--- config.mk ---
export PLATFORM = sky130hd
export DESIGN_NAME = pipe_ctrl_unit
export DESIGN_NICKNAME = d
export VERILOG_FILES = /design/src/rtl/pipe_ctrl_unit.sv
export SDC_FILE = /design/constraint.sdc
export NUM_CORES = 1
export LEC_CHECK = 0
export BUFFER_PORTS_ARGS = -buffer_cell sky130_fd_sc_hd__buf_2
export CELL_PAD_IN_SITES_DETAIL_PLACEMENT = 1
export CELL_PAD_IN_SITES_GLOBAL_PLACEMENT = 1
export CORE_MARGIN = 1
export CORE_UTILIZATION = 36
export DETAILED_ROUTE_END_ITERATION = 16
export PLACE_DENSITY = 0.78
export SYNTH_ARGS = -nofsm -noshare
export SYNTH_HDL_FRONTEND = slang
export SYNTH_SLANG_ARGS = --single-unit
--- constraint.sdc ---
create_clock -name clk -period 2.5 [get_ports clk]
set_clock_uncertainty 0.15 [all_clocks]
set_input_delay 0.25 -clock clk [delete_from_list [all_inputs] [get_ports clk]]
set_output_delay 0.25 -clock clk [all_outputs]
set_load 0.03 [all_outputs]
--- src/rtl/pipe_ctrl_unit.sv ---
// Pipelined BatPU2 control unit: registered opcode decode, load-use stall,
// post-transfer flush, call-depth tracking and a halt/resume state machine.
module pipe_ctrl_unit #(
  parameter int OPC_W        = 4,
  parameter int REG_AW       = 4,
  parameter int CALL_DEPTH   = 16,
  parameter int FLUSH_CYCLES = 1,
  parameter int HAZARD_EN    = 1
) (
  input  logic                            clk,
  input  logic                            rst,
  input  logic                            inst_valid,
  output logic                            inst_ready,
  input  logic [OPC_W-1:0]                opcode,
  input  logic [REG_AW-1:0]               rd_addr,
  input  logic [REG_AW-1:0]               rs_a_addr,
  input  logic [REG_AW-1:0]               rs_b_addr,
  input  logic                            flag_in,
  input  logic                            resume,
  output logic [13:0]                     ctrl_ex,
  output logic                            ctrl_valid,
  output logic                            stall,
  output logic                            flush,
  output logic                            halted,
  output logic [$clog2(CALL_DEPTH+1)-1:0] call_depth,
  output logic [1:0]                      stack_err
);
  localparam int DW = $clog2(CALL_DEPTH+1);

  // Control words: 0 cs_en, 1 cs_sel, 2 flags_we, 3 pc_in_sel, 5 pc_jmp,
  // 9 alu_b_sel, 10-11 reg_in_sel (01 imm, 10 alu, 11 mem), 12 mem_we, 13 hlt
  localparam logic [13:0] W_HLT = 14'h2000;
  localparam logic [13:0] W_ALU = 14'h0A04;
  localparam logic [13:0] W_LDI = 14'h0400;
  localparam logic [13:0] W_ADI = 14'h0804;
  localparam logic [13:0] W_JMP = 14'h0020;
  localparam logic [13:0] W_CAL = 14'h0021;
  localparam logic [13:0] W_RET = 14'h002B;
  localparam logic [13:0] W_LOD = 14'h0C00;
  localparam logic [13:0] W_STR = 14'h1000;

  typedef enum logic [1:0] {RUN, STALL, FLUSH, HALT} state_t;

  state_t            state_q, state_d;
  logic [1:0]        fcnt_q, fcnt_d;
  logic [13:0]       ctrl_q, ctrl_d;
  logic              vld_q, vld_d;
  logic              lod_q, lod_d;
  logic [REG_AW-1:0] lrd_q, lrd_d;
  logic [DW-1:0]     depth_q, depth_d;
  logic [1:0]        err_q, err_d;

  logic [31:0] opx;
  logic [13:0] dec_word;
  logic        use_a, use_b, hazard, halt_pend, take, ready_c, stall_c;

  // Opcode decode and source-register usage; out-of-table opcodes are NOP
  always_comb begin
    opx      = 32'(opcode);
    dec_word = '0;
    use_a    = 1'b0;
    use_b    = 1'b0;
    case (opx)
      32'd1:  dec_word = W_HLT;
      32'd2, 32'd3, 32'd4, 32'd5, 32'd6, 32'd7: begin
        dec_word = W_ALU;
        use_a    = 1'b1;
        use_b    = 1'b1;
      end
      32'd8:  dec_word = W_LDI;
      32'd9:  begin dec_word = W_ADI; use_a = 1'b1; end
      32'd10: dec_word = W_JMP;
      32'd11: dec_word = flag_in ? W_JMP : 14'h0000;
      32'd12: dec_word = W_CAL;
      32'd13: dec_word = W_RET;
      32'd14: begin dec_word = W_LOD; use_a = 1'b1; end
      32'd15: begin dec_word = W_STR; use_a = 1'b1; use_b = 1'b1; end
      default: ;
    endcase
  end

  // A HLT word sitting in execute blocks issue and moves the FSM to HALT next
  assign halt_pend = vld_q & ctrl_q[13];
  assign hazard    = (HAZARD_EN != 0) && inst_valid && lod_q && (lrd_q != '0) &&
                     ((use_a && (rs_a_addr == lrd_q)) || (use_b && (rs_b_addr == lrd_q)));

  // Next-state: priority is halt entry, flush, stall, then normal issue
  always_comb begin
    state_d = state_q;
    fcnt_d  = fcnt_q;
    ctrl_d  = '0;
    vld_d   = 1'b0;
    lod_d   = 1'b0;
    lrd_d   = '0;
    depth_d = depth_q;
    err_d   = err_q;
    ready_c = 1'b0;
    stall_c = 1'b0;
    take    = 1'b0;
    case (state_q)
      HALT: if (resume) state_d = RUN;
      FLUSH: begin
        ready_c = 1'b1;               // wrong-path slots are consumed and dropped
        if (fcnt_q == 2'd0) state_d = RUN;
        else                fcnt_d  = fcnt_q - 2'd1;
      end
      default: begin
        if (halt_pend) begin
          state_d = HALT;
        end else if (hazard) begin
          stall_c = 1'b1;
          state_d = STALL;
        end else begin
          ready_c = 1'b1;
          state_d = RUN;
          if (inst_valid) begin
            vld_d  = 1'b1;
            ctrl_d = dec_word;
            lod_d  = (opx == 32'd14);
            lrd_d  = rd_addr;
            case (opx)
              32'd10: take = 1'b1;
              32'd11: take = flag_in;
              32'd12:
                if (depth_q == DW'(CALL_DEPTH)) begin
                  err_d[0] = 1'b1;
                  ctrl_d   = W_HLT;
                end else begin
                  depth_d = depth_q + 1'b1;
                  take    = 1'b1;
                end
              32'd13:
                if (depth_q == '0) begin
                  err_d[1] = 1'b1;
                  ctrl_d   = W_HLT;
                end else begin
                  depth_d = depth_q - 1'b1;
                  take    = 1'b1;
                end
              default: ;
            endcase
            if (take) begin
              state_d = FLUSH;
              fcnt_d  = 2'(FLUSH_CYCLES - 1);
            end
          end
        end
      end
    endcase
  end

  // State and pipeline registers
  always_ff @(posedge clk) begin
    if (rst) begin
      state_q <= RUN;
      fcnt_q  <= '0;
      ctrl_q  <= '0;
      vld_q   <= 1'b0;
      lod_q   <= 1'b0;
      lrd_q   <= '0;
      depth_q <= '0;
      err_q   <= '0;
    end else begin
      state_q <= state_d;
      fcnt_q  <= fcnt_d;
      ctrl_q  <= ctrl_d;
      vld_q   <= vld_d;
      lod_q   <= lod_d;
      lrd_q   <= lrd_d;
      depth_q <= depth_d;
      err_q   <= err_d;
    end
  end

  assign inst_ready = ready_c & ~rst;
  assign stall      = stall_c & ~rst;
  assign ctrl_ex    = ctrl_q;
  assign ctrl_valid = vld_q;
  assign flush      = (state_q == FLUSH);
  assign halted     = (state_q == HALT);
  assign call_depth = depth_q;
  assign stack_err  = err_q;
endmodule
Word level (Yosys, flattened, before mapping)
Cells that the tools add are included.
{"block": "totals", "regBits": 31, "output_inout_bits": 26}
{"block": "classes", "bitwise": 9, "n_mux": 37, "eq_ne": 27, "n_reduce_logical": 23, "add_sub_neg": 3}
{"op": "14-bit one-hot mux with 10 select lines", "count": 1}
{"op": "4-bit equality test, second input constant", "count": 8}
{"op": "14-bit 2-to-1 mux", "count": 2}
{"op": "14-bit one-hot mux with 2 select lines", "count": 1}
{"op": "2-bit 2-to-1 mux", "count": 11}
{"op": "6-bit AND reduction", "count": 3}
{"op": "4-bit by 3-bit equality test with 1-bit output, second input constant", "count": 4}
{"op": "1-bit 2-to-1 mux", "count": 14}
{"op": "2-bit != test, second input constant", "count": 6}
{"op": "6-bit OR reduction", "count": 2}
{"op": "5-bit 2-to-1 mux", "count": 2}
{"op": "5-bit one-hot mux with 2 select lines", "count": 1}
{"op": "9-bit OR reduction", "count": 1}
{"op": "4-bit by 2-bit equality test with 1-bit output, second input constant", "count": 2}
{"op": "4-bit equality test", "count": 2}
{"op": "2-bit one-hot mux with 2 select lines", "count": 2}
{"op": "7-bit AND reduction", "count": 1}
{"op": "7-bit OR reduction", "count": 1}
{"op": "6-bit 2-to-1 mux", "count": 1}
{"op": "1-bit inverter", "count": 6}
{"op": "2-bit nonzero test", "count": 3}
{"op": "5-bit by 1-bit adder with 5-bit output, second input constant", "count": 1}
{"op": "5-bit equality test, second input constant", "count": 1}
{"op": "1-bit logical AND", "count": 5}
{"op": "other kinds (15)", "count": 18}

Longest topological paths before layout
{"block": "depth", "ltp_word": 14, "ltp_mapped": 11, "depth_no_buf": 10}

Least setup slack after synthesis
Ideal clock, no wire load.
{"block": "synth_path", "kind": "reg-to-output", "start": "register lrd_q[0]", "end": "output stall", "path_buffers": 0, "slack_ps": 54, "stages_incl_launch_ff": 6, "arrival_ps": 2046, "required_ps": 2100, "cell_sequence": "dfxtp_1 -> xnor2_1 -> nand4_1 -> a21oi_1 -> o2111ai_4 -> nor4b_1"}
{"block": "synth_between", "elab_chain_cells": 8, "word_cells_on_any_way": 12, "cone_classes": "eq/ne (2); mux (3); bitwise (1); reduce/logical (6)"}
{"element": "from (decl)", "line": "49", "source": "logic [REG_AW-1:0] lrd_q, lrd_d;"}
{"element": "from (signal assigned)", "line": "169", "source": "lrd_q <= lrd_d;"}
{"element": "4-bit equality test", "line": "85", "source": "((use_a && (rs_a_addr == lrd_q)) || (use_b && (rs_b_addr == lrd_q)));"}
{"element": "1-bit logical AND", "line": "85"}
{"element": "1-bit logical OR", "line": "85"}
{"element": "1-bit logical AND *", "line": "84", "source": "assign hazard = (HAZARD_EN != 0) && inst_valid && lod_q && (lrd_q != '0) &&"}
{"element": "1-bit 2-to-1 mux *", "line": "110", "source": "end else if (hazard) begin"}
{"element": "1-bit 2-to-1 mux *", "line": "108", "source": "if (halt_pend) begin"}
{"element": "1-bit 2-to-1 mux *", "line": "100", "source": "case (state_q)"}
{"element": "1-bit bitwise AND *", "line": "176", "source": "assign stall = stall_c & ~rst;"}
{"element": "to (decl)", "line": "22", "source": "output logic stall,"}
Every way passes the cells marked *; elsewhere a longest branch is shown, timed or not.

Final worst setup path
{"block": "layout_path", "start": "register lrd_q[1]", "end": "output inst_ready"}
{"block": "layout_between", "elab_chain_cells": 8, "word_cells_on_any_way": 12, "cone_classes": "eq/ne (2); mux (3); bitwise (1); reduce/logical (6)"}
{"element": "4-bit equality test", "line": "85"}
{"element": "1-bit logical AND", "line": "85"}
{"element": "1-bit logical OR", "line": "85"}
{"element": "1-bit logical AND *", "line": "84"}
{"element": "1-bit 2-to-1 mux *", "line": "110"}
{"element": "1-bit 2-to-1 mux *", "line": "108"}
{"element": "1-bit one-hot mux with 2 select lines *", "line": "100"}
{"element": "1-bit bitwise AND *", "line": "175", "source": "assign inst_ready = ready_c & ~rst;"}
{"element": "to (decl)", "line": "13", "source": "output logic inst_ready,"}
Marks and branches as above.

==> impl_metrics.tcl <==
set metrics [dict create \
    status "complete, no violations" \
    crit_type "flop to output pin" \
    area_delta_synth_final_pct 18.2 \
    holdCritStartpoint "rd_addr[1]" \
    io_buffers 42 \
    syn_area_mm2 0.00144 \
    firstDrtPassIters 3 \
    place_ws_ns 0.156 \
    cts.path.max_buffers 2 \
    p_leak_nw 0.789 \
    yosysUniqueCellTypes 45 \
    vdd_ir_drop_max_mv 0.242 \
    crit_arrival_ns 1.94 \
    hpwl_mm 2.88 \
    die_h_um 65.3 \
    antenna_found_initial 0 \
    critPathLaunch "lrd_q[1]" \
    die_width_um 65.3 \
    final_cell_mix "buf_2 (42), dfxtp_1 (26), nor2_1 (17), inv_1 (14), xnor2_1 (13)" \
    reg2reg_from "call_depth[0]" \
    hold_viol_final 0 \
    grt_remaining_overflow 0 \
    coreArea_mm2 0.00374 \
    min_period_ns 2.34 \
    critPathMaxFanout 6 \
    setup_violations 0 \
    rsz0062_at_grt "false" \
    wire_per_inst_um 14.3 \
    insertion_delay_ns 0.28 \
    synthArstFlopShare_pct 0 \
    cts.sinks 26 \
    drive_gt1_share_pct 31.2 \
    cts_hold_buf 0 \
    slew_viol_final 0 \
    finalNetCount 226 \
    cp.required_ns 2.10 \
    syn_area_per_cell_um2 9.02 \
    synthCells 160 \
    end_kind "output pin" \
    p_total_w 0.000847 \
    fillers 483 \
    antenna_left 0 \
    pin_count 47 \
    postLayoutCoreUtil_pct 45.6 \
    worstSetupStartpointType "flop" \
    hold_path.class "input port to flop" \
    htree_levels 1 \
    synth_enable_flop_cells 0 \
    finalCritPeriodShare_pct 93.7 \
    drt-total-wl_mm 3.54 \
    yosysSeqAreaShare_pct 36.1 \
    grt_pass1_wl_mm 6.11 \
    maxCapViolations 0 \
    place.gp.congestion 0.757 \
    finalSetupTns_ns 0 \
    cts_made_buffers 3 \
    grt_max_degree 16 \
    initial_core_util_pct 38.5 \
    diodes 0 \
    path_clk_slew_ns 0.09 \
    setup_slack_ns 0.157 \
    cts-resized-gates 0 \
    p_per_area_mw_per_mm2 496 \
    ys_ff_latch 26 \
    cts_tree "done" \
    dpl_cell_area_mm2 0.00165 \
    vias 1229 \
    grt_pass1_vias 1311 \
    drcViolationCount 0 \
    grt_usage_pct 18.8 \
    fmax_ghz 0.427 \
    core.rowCount 22 \
    ys_warn_count 0 \
    fin_area_mm2 0.00171 \
    layout_commonest_cell "buf_2" \
    post_cts_buffers 0 \
    first_iter_violations 85 \
    avgViaCountPerCell 4.98 \
    ys.flop_type "dfxtp_1" \
    cts_root_buffer "clkbuf_8" \
    die_area_mm2 0.00426 \
]
[synthesized netlist by cell type (3+ instances only)]
library cell / n / area [um2]
a21o_1: 3 / 22.5
nand3_1: 6 / 30.0
nand4_1: 3 / 18.8
nor2_1: 17 / 63.8
nor3_1: 4 / 20.0
xnor2_1: 13 / 114
buf_6: 3 / 33.8
o21ai_0: 4 / 20.0
nand2_1: 5 / 18.8
inv_1: 14 / 52.6
nand2b_1: 3 / 18.8
dfxtp_1: 26 / 521
a21oi_1: 8 / 40.0
ha_1: 4 / 50.1
buf_4: 5 / 37.5
nor2b_1: 6 / 37.5
[layout make-up]
type	instances	area [um2]	share of cell area, %
sequential	26	520	30.5
tap	48	60.1	3.52
multi-input combinational	111	792	46.4
timing repair buffer	44	225	13.2
clock buffer	4	55.1	3.23
inverter	14	52.6	3.08
[flip-flops by register name, indices dropped and copies added (netlist names)]
name and cells:
lrd_q 4, ctrl_ex 9, state_q 2, stack_err 2, call_depth 5, ctrl_valid 1, fcnt_q 2, lod_q 1
[report_power, final]
part	switching [W]	internal (W)	total (W)	leakage [nW]
sequential	0.00000699	0.000423	0.000430	0.211
clock	0.000137	0.000141	0.000278	0.0288
combinational	0.0000876	0.0000509	0.000138	0.550
[worst max-delay path, cell delays in order (launching register included)]
cell and delay (ns):
dfxtp_1 0.40, xnor2_1 0.14, nand4_1 0.12, a21oi_1 0.24, o2111ai_4 0.22, a21o_1 0.24
nor3b_1 0.13, buf_2 0.19
[logic make-up (layout without fill, tap and decap cells)]
logic type | after synthesis | in the layout | synth area share (%)
and+or+nand+nor | 58 | 58 | 23.3
AOI/OAI and AO/OA | 27 | 27 | 14.8
DFF | 26 | 26 | 36.1
buffers and inverters | 26 | 62 | 9.80
xor gates and xnor gates | 13 | 13 | 7.89
adders and majority gates | 5 | 5 | 4.86
muxes | 4 | 4 | 2.95
other | 1 | 4 | 0.260
[metal layers]
layer  GRT usage (%)  part of all wire [%]  vias to the layer above
li1                -                     -                      609
met1            21.5                    43                      592
met2            34.9                    53                       24
met3            2.78                   3.1                        4
met4            6.52                   1.3                        0
met5               0                     0                        -
[worst paths after layout]
check                        to  slack, ns  cells past startpoint
hold reg to reg       fcnt_q[0]       0.34                      2
setup / recovery     inst_ready       0.16                      7
setup reg to reg  call_depth[4]       0.47                      8
hold / removal         lrd_q[1]       0.04                      3
[metrics by stage]
stage | std cells | hold WS (ns)
6_report | 247 | 0.0380
5_1_grt | 247 | 0.0305
2_1_floorplan | 163 | 0.212
3_5_place_dp | 243 | 0.317
3_3_place_gp | 243 | 0.299
4_1_cts | 247 | 0.0323
No activity file was read; power rests on OpenSTA's default activity.
